`config.mk`:
```
export PLATFORM = sky130hd
export DESIGN_NAME = monster_collision_detector
export DESIGN_NICKNAME = d
export VERILOG_FILES = /design/src/rtl/monster_collision_detector.sv
export SDC_FILE = /design/constraint.sdc
export NUM_CORES = 1
export LEC_CHECK = 0
export CAP_MARGIN = 20
export CORE_MARGIN = 4
export CORE_UTILIZATION = 30
export DETAILED_ROUTE_END_ITERATION = 12
export PLACE_DENSITY = 0.55
export SYNTH_ARGS = -nofsm -noshare
export SYNTH_HDL_FRONTEND = slang
export SYNTH_SLANG_ARGS = --single-unit
```
`constraint.sdc`:
```
create_clock -name clk -period 1.58 [get_ports clk]
set_input_delay 0.316 -clock clk [delete_from_list [all_inputs] [get_ports clk]]
set_output_delay 0.316 -clock clk [all_outputs]
set_load 0.05 [all_outputs]
```
`src/rtl/monster_collision_detector.sv`:
```
// -----------------------------------------------------------------------------
// monster_collision_detector
//
// Detects monster/wall and monster/player pixel overlaps in the pixel stream.
//
// Wall path: every overlap pixel ORs the monster edge code into a per-frame
// accumulator. On startOfFrame the accumulated code is published for a whole
// frame, and a single monsterWallHit pulse is raised if any overlap was seen.
// Player path: a READY/HOLDOFF state machine accepts one player hit, then
// ignores further hits for HOLDOFF_FRAMES frames.
//
// Ports
//   clk                    pixel clock
//   resetN                 asynchronous active-low reset
//   startOfFrame           one-cycle pulse on the first pixel of a frame
//   monsterDrawingRequest  monster pixel opaque
//   monsterHitEdgeCode     monster edge code {Left, Top, Right, Bottom}
//   wallDrawingRequest     wall pixel opaque
//   playerDrawingRequest   player pixel opaque
//   monsterWallHit         one-cycle pulse: previous frame had a wall overlap
//   wallHitEdgeCode        OR of overlap edge codes of the previous frame
//   playerHit              one-cycle pulse on an accepted player hit
//   holdoffActive          high while player hits are suppressed
//   hitCount               saturating count of accepted player hits
// -----------------------------------------------------------------------------
module monster_collision_detector #(
  parameter int HOLDOFF_FRAMES = 4,
  parameter int EDGE_CODE_W    = 4
) (
  input  logic                   clk,
  input  logic                   resetN,
  input  logic                   startOfFrame,
  input  logic                   monsterDrawingRequest,
  input  logic [EDGE_CODE_W-1:0] monsterHitEdgeCode,
  input  logic                   wallDrawingRequest,
  input  logic                   playerDrawingRequest,
  output logic                   monsterWallHit,
  output logic [EDGE_CODE_W-1:0] wallHitEdgeCode,
  output logic                   playerHit,
  output logic                   holdoffActive,
  output logic [7:0]             hitCount
);

  localparam logic [3:0] HOLDOFF_INIT = 4'(HOLDOFF_FRAMES);

  typedef enum logic {
    READY   = 1'b0,
    HOLDOFF = 1'b1
  } hit_state_t;

  logic                   wall_overlap;
  logic                   player_overlap;
  logic [EDGE_CODE_W-1:0] edge_acc;
  logic                   wall_seen;
  hit_state_t             state;
  logic [3:0]             frame_cnt;

  assign wall_overlap   = monsterDrawingRequest && wallDrawingRequest;
  assign player_overlap = monsterDrawingRequest && playerDrawingRequest;

  // Wall path. An overlap on the startOfFrame pixel belongs to the new frame,
  // so it seeds the accumulator instead of being merged into the publish.
  // NOTE: every register here uses <= so that the publish reads the
  // accumulator value from before this edge, not the freshly cleared one.
  always_ff @(posedge clk or negedge resetN) begin
    if (!resetN) begin
      edge_acc        <= '0;
      wall_seen       <= 1'b0;
      monsterWallHit  <= 1'b0;
      wallHitEdgeCode <= '0;
    end else if (startOfFrame) begin
      wallHitEdgeCode <= edge_acc;
      monsterWallHit  <= wall_seen;
      edge_acc        <= wall_overlap ? monsterHitEdgeCode : '0;
      wall_seen       <= wall_overlap;
    end else begin
      monsterWallHit <= 1'b0;
      if (wall_overlap) begin
        edge_acc  <= edge_acc | monsterHitEdgeCode;
        wall_seen <= 1'b1;
      end
    end
  end

  // Player path. Entering HOLDOFF blocks the remaining pixels of a long
  // overlap run, so a run yields a single pulse. The frame on which the
  // counter expires is still HOLDOFF, so an overlap on that pixel is ignored.
  always_ff @(posedge clk or negedge resetN) begin
    if (!resetN) begin
      state         <= READY;
      frame_cnt     <= '0;
      playerHit     <= 1'b0;
      holdoffActive <= 1'b0;
      hitCount      <= '0;
    end else begin
      playerHit <= 1'b0;
      case (state)
        READY: begin
          if (player_overlap) begin
            playerHit     <= 1'b1;
            holdoffActive <= 1'b1;
            frame_cnt     <= HOLDOFF_INIT;
            state         <= HOLDOFF;
            if (hitCount != 8'hFF) hitCount <= hitCount + 8'd1;
          end
        end
        HOLDOFF: begin
          if (startOfFrame) begin
            if (frame_cnt <= 4'd1) begin
              frame_cnt     <= '0;
              holdoffActive <= 1'b0;
              state         <= READY;
            end else begin
              frame_cnt <= frame_cnt - 4'd1;
            end
          end
        end
        default: state <= READY;
      endcase
    end
  end

endmodule

```
==> results.py, run 1 <==
metrics = {
    "floorplanning": {
        "rows": 22,
        "initial_core_util": 0.312,
        "fp.coreArea_sq_um": 3660,
        "die_height_um": 69.7,
        "die-area_sq_um": 4850,
        "die_w_um": 69.7,
        "top_level_ports": 25,
    },
    "clock_network": {
        "clock-sinks": 25,
        "root_buffer": "clkbuf_8",
        "cts-buffers-inserted": 3,
        "tritoncts": "done",
        "clock_latency_ps": 270,
        "cts.path.max_buffers": 2,
        "clk_pin_slew_ps": 90,
        "htreeDepth": 1,
    },
    "critical_path": {
        "startpoint": "hitCount[1]",
        "reg2reg_slack_ps": 130,
        "worstReg2RegStart": "hitCount[1]",
        "worstPathMaxFanout": 6,
        "r2r-end": "hitCount[1]",
        "worst_ep_required_time_ps": 1730,
        "critPathLaunchType": "flip-flop",
        "worstPathArrival_ps": 1600,
        "worstSetupPathType": "flip-flop to flip-flop",
        "r2r_cells": 4,
        "endpoint_kind": "flip-flop",
    },
    "grt": {
        "overflow": 0,
        "antenna_found_initial": 0,
        "grt_pass1_vias": 866,
        "grt_max_degree": 26,
        "grt.total_usage": 0.0972,
        "grt_pass1_wl_mm": 3.86,
    },
    "sta": {
        "fin_ws_ps": 129,
        "worstMarginPinSlew_ps": 387,
        "finalHoldViolations": 0,
        "setup_violations": 0,
        "fin_crit_sh": 0.918,
        "max_slew_margin": 0.738,
        "rsz0062_at_grt": "no",
        "clock_skew_ps": 7.89,
        "min_period_ps": 1450,
        "drv_slew": 0,
        "fmax_mhz": 689,
        "hold_ws_ps": 395,
    },
    "route": {
        "wl_per_cell_um": 12.6,
        "drtIter0Drc": 41,
        "drc_errors": 0,
        "wl_mm": 2.28,
        "via_per_inst": 4.68,
        "ant_nets": 0,
        "routed.top_layer": "met4",
        "wl_met1_mm": 1.09,
        "dr_wl_met3_um": 89,
        "routed-wl-met2_mm": 1.08,
        "num_vias": 842,
        "first_pass_iters": 2,
    },
    "yosys": {
        "synth_nets": 108,
        "netlist_area_sq_um": 1140,
        "yosysWarnings": 0,
        "syn_avg_cell_area_sq_um": 12.0,
        "yosysSeqAreaShare": 0.548,
        "yosysUniqueCellTypes": 29,
        "ys_ff_latch": 25,
        "synthCells": 95,
    },
    "hold_path": {
        "hp-class": "input port to asynchronous set/reset pin",
    },
    "power_and_ir_drop": {
        "swShare": 0.389,
        "power_mw": 2.43,
        "pwr-share-comb": 0.435,
        "power_frac_seq": 0.409,
        "clockPowerShare": 0.156,
        "p_leak_nw": 0.747,
        "internal-power_mw": 1.48,
        "power_switching_mw": 0.945,
        "ir_drop_v": 0.000865,
        "p_per_area_nw_per_um2": 1480,
    },
    "cells_and_area": {
        "synthToLayoutAreaGrowth_pct": 43.9,
        "final_layout_size_suffix_gt1_frac": 0.356,
        "fin_nets": 146,
        "antenna_cells": 0,
        "final_area_sq_um": 1640,
    },
    "placed_design": {
        "port_buffers": 24,
        "place_ws_ps": -103,
        "place_area_sq_um": 1590,
        "place.gp.congestion": 0.783,
        "dp_hpwl_mm": 1.70,
    },
    "run": {
        "drv_cap": 0,
    },
    "status": {
        "status": "finished clean",
    },
}
[state kept, by name, indices dropped and copies added (netlist names)]
name,cells
state,1
holdoffActive,1
wallHitEdgeCode,4
monsterWallHit,1
edge_acc,4
hitCount,8
frame_cnt,4
playerHit,1
wall_seen,1
[worst max path at each step]
stage	to	slack (ps)	depth (start not counted)
finish	hitCount[1]	130	4
global route	hitCount[6]	40	4
CTS	frame_cnt[3]	70	5
detailed placement	hitCount[6]	-100	4
global placement	hitCount[6]	-60	4
floorplan	hitCount[1]	10	3
[layout by cell type (no fill, tap or decap), drive strengths merged]
cell / synthesis / layout
a211o: 1 / 1
a21oi: 2 / 2
and2: 1 / 1
and3: 2 / 2
and4: 1 / 1
buf: 0 / 25
clkbuf: 1 / 3
clkdlybuf4s50: 0 / 9
clkinvlp: 0 / 1
dfrtp: 25 / 25
ha: 3 / 3
inv: 10 / 10
mux2: 8 / 8
nand2: 4 / 4
nand2b: 1 / 1
nand3: 8 / 8
nand3b: 1 / 1
nand4: 2 / 2
nor2: 2 / 2
nor3: 2 / 2
nor3b: 1 / 1
nor4: 1 / 1
o2111ai: 1 / 1
o211ai: 2 / 2
o21ai: 8 / 8
o2bb2ai: 2 / 2
o311ai: 1 / 1
xnor2: 5 / 5
[layout make-up]
cell class                      count  area, sq um
Inverter                           10         42.5
Multi-Input combinational cell     59          482
Sequential cell                    25          631
Tap cell                           48         60.1
Clock inverter                      1         7.51
Fill cell                         357         2020
Timing Repair Buffer               34          378
Clock buffer                        3         41.3
[layer usage]
layer	up-vias	track usage
met2	17	0.159
met4	0	0.0191
met3	2	0.0304
met5	-	0
li1	413	-
met1	410	0.127
[power groups by stage]
stage	logic, mW	clock network (mW)	registers (mW)
5_1_grt	1.14	0.416	1.02
3_5_place_dp	1.06	0	1.00
3_3_place_gp	1.04	0	0.997
2_1_floorplan	0.345	0	1.24
4_1_cts	1.07	0.400	0.996
6_report	1.06	0.379	0.995
[critical path: stages, from the launching register on]
cell     delay, ps
dfrtp_2        440
ha_4           180
nand4_2        170
o21ai_2        240
mux2_4         310
[Yosys cell counts, drive strengths merged]
master | number | share of area
mux2 | 8 | 0.089
xnor2 | 5 | 0.038
nand3 | 8 | 0.035
and3 | 2 | 0.011
nor3b | 1 | 0.0066
nand4 | 2 | 0.030
o211ai | 2 | 0.013
inv | 10 | 0.037
nand2 | 4 | 0.013
nand3b | 1 | 0.018
nor3 | 2 | 0.0088
a21oi | 2 | 0.0088
o21ai | 8 | 0.038
nor4 | 1 | 0.0055
nand2b | 1 | 0.0055
clkbuf | 1 | 0.0033
o2bb2ai | 2 | 0.015
dfrtp | 25 | 0.55
and2 | 1 | 0.0055
and4 | 1 | 0.0077
ha | 3 | 0.033
o311ai | 1 | 0.0077
a211o | 1 | 0.0077
o2111ai | 1 | 0.0077
nor2 | 2 | 0.0066
[cell families (layout without fill, tap and decap cells)]
group,Yosys count,after routing,synth area share
and+or+nand+nor,26,26,0.152
muxes,8,8,0.0888
adders and majority gates,3,3,0.0329
xor gates and xnor gates,5,5,0.0384
DFF,25,25,0.548
AOI/OAI and AO/OA,17,17,0.0987
buffers and inverters,11,48,0.0406
[repair_timing]
| action | 4_1_cts | 5_1_grt |
|---|---|---|
| setup endpoints to repair | 0 | 2 |
| setup buffers | 0 | 0 |
| hold buffers | 0 | 0 |
| gates resized for setup | 0 | 1 |
[stage by stage]
stage	std cells	setup TNS, ps	utilization
floorplan	95	0	-
CTS	180	0	0.448
detailed placement	176	-211	0.435
finish	180	0	0.448
global placement	176	-87.3	0.435
global route	180	0	0.448
(Power assumes the default switching activity.)
==> run 2: changes to the inputs <==
SKIP_LAST_GASP = 1   (was unset)
==> results of run 2 <==
No change in the layout: final DEF, timing and power equal those of run 1.
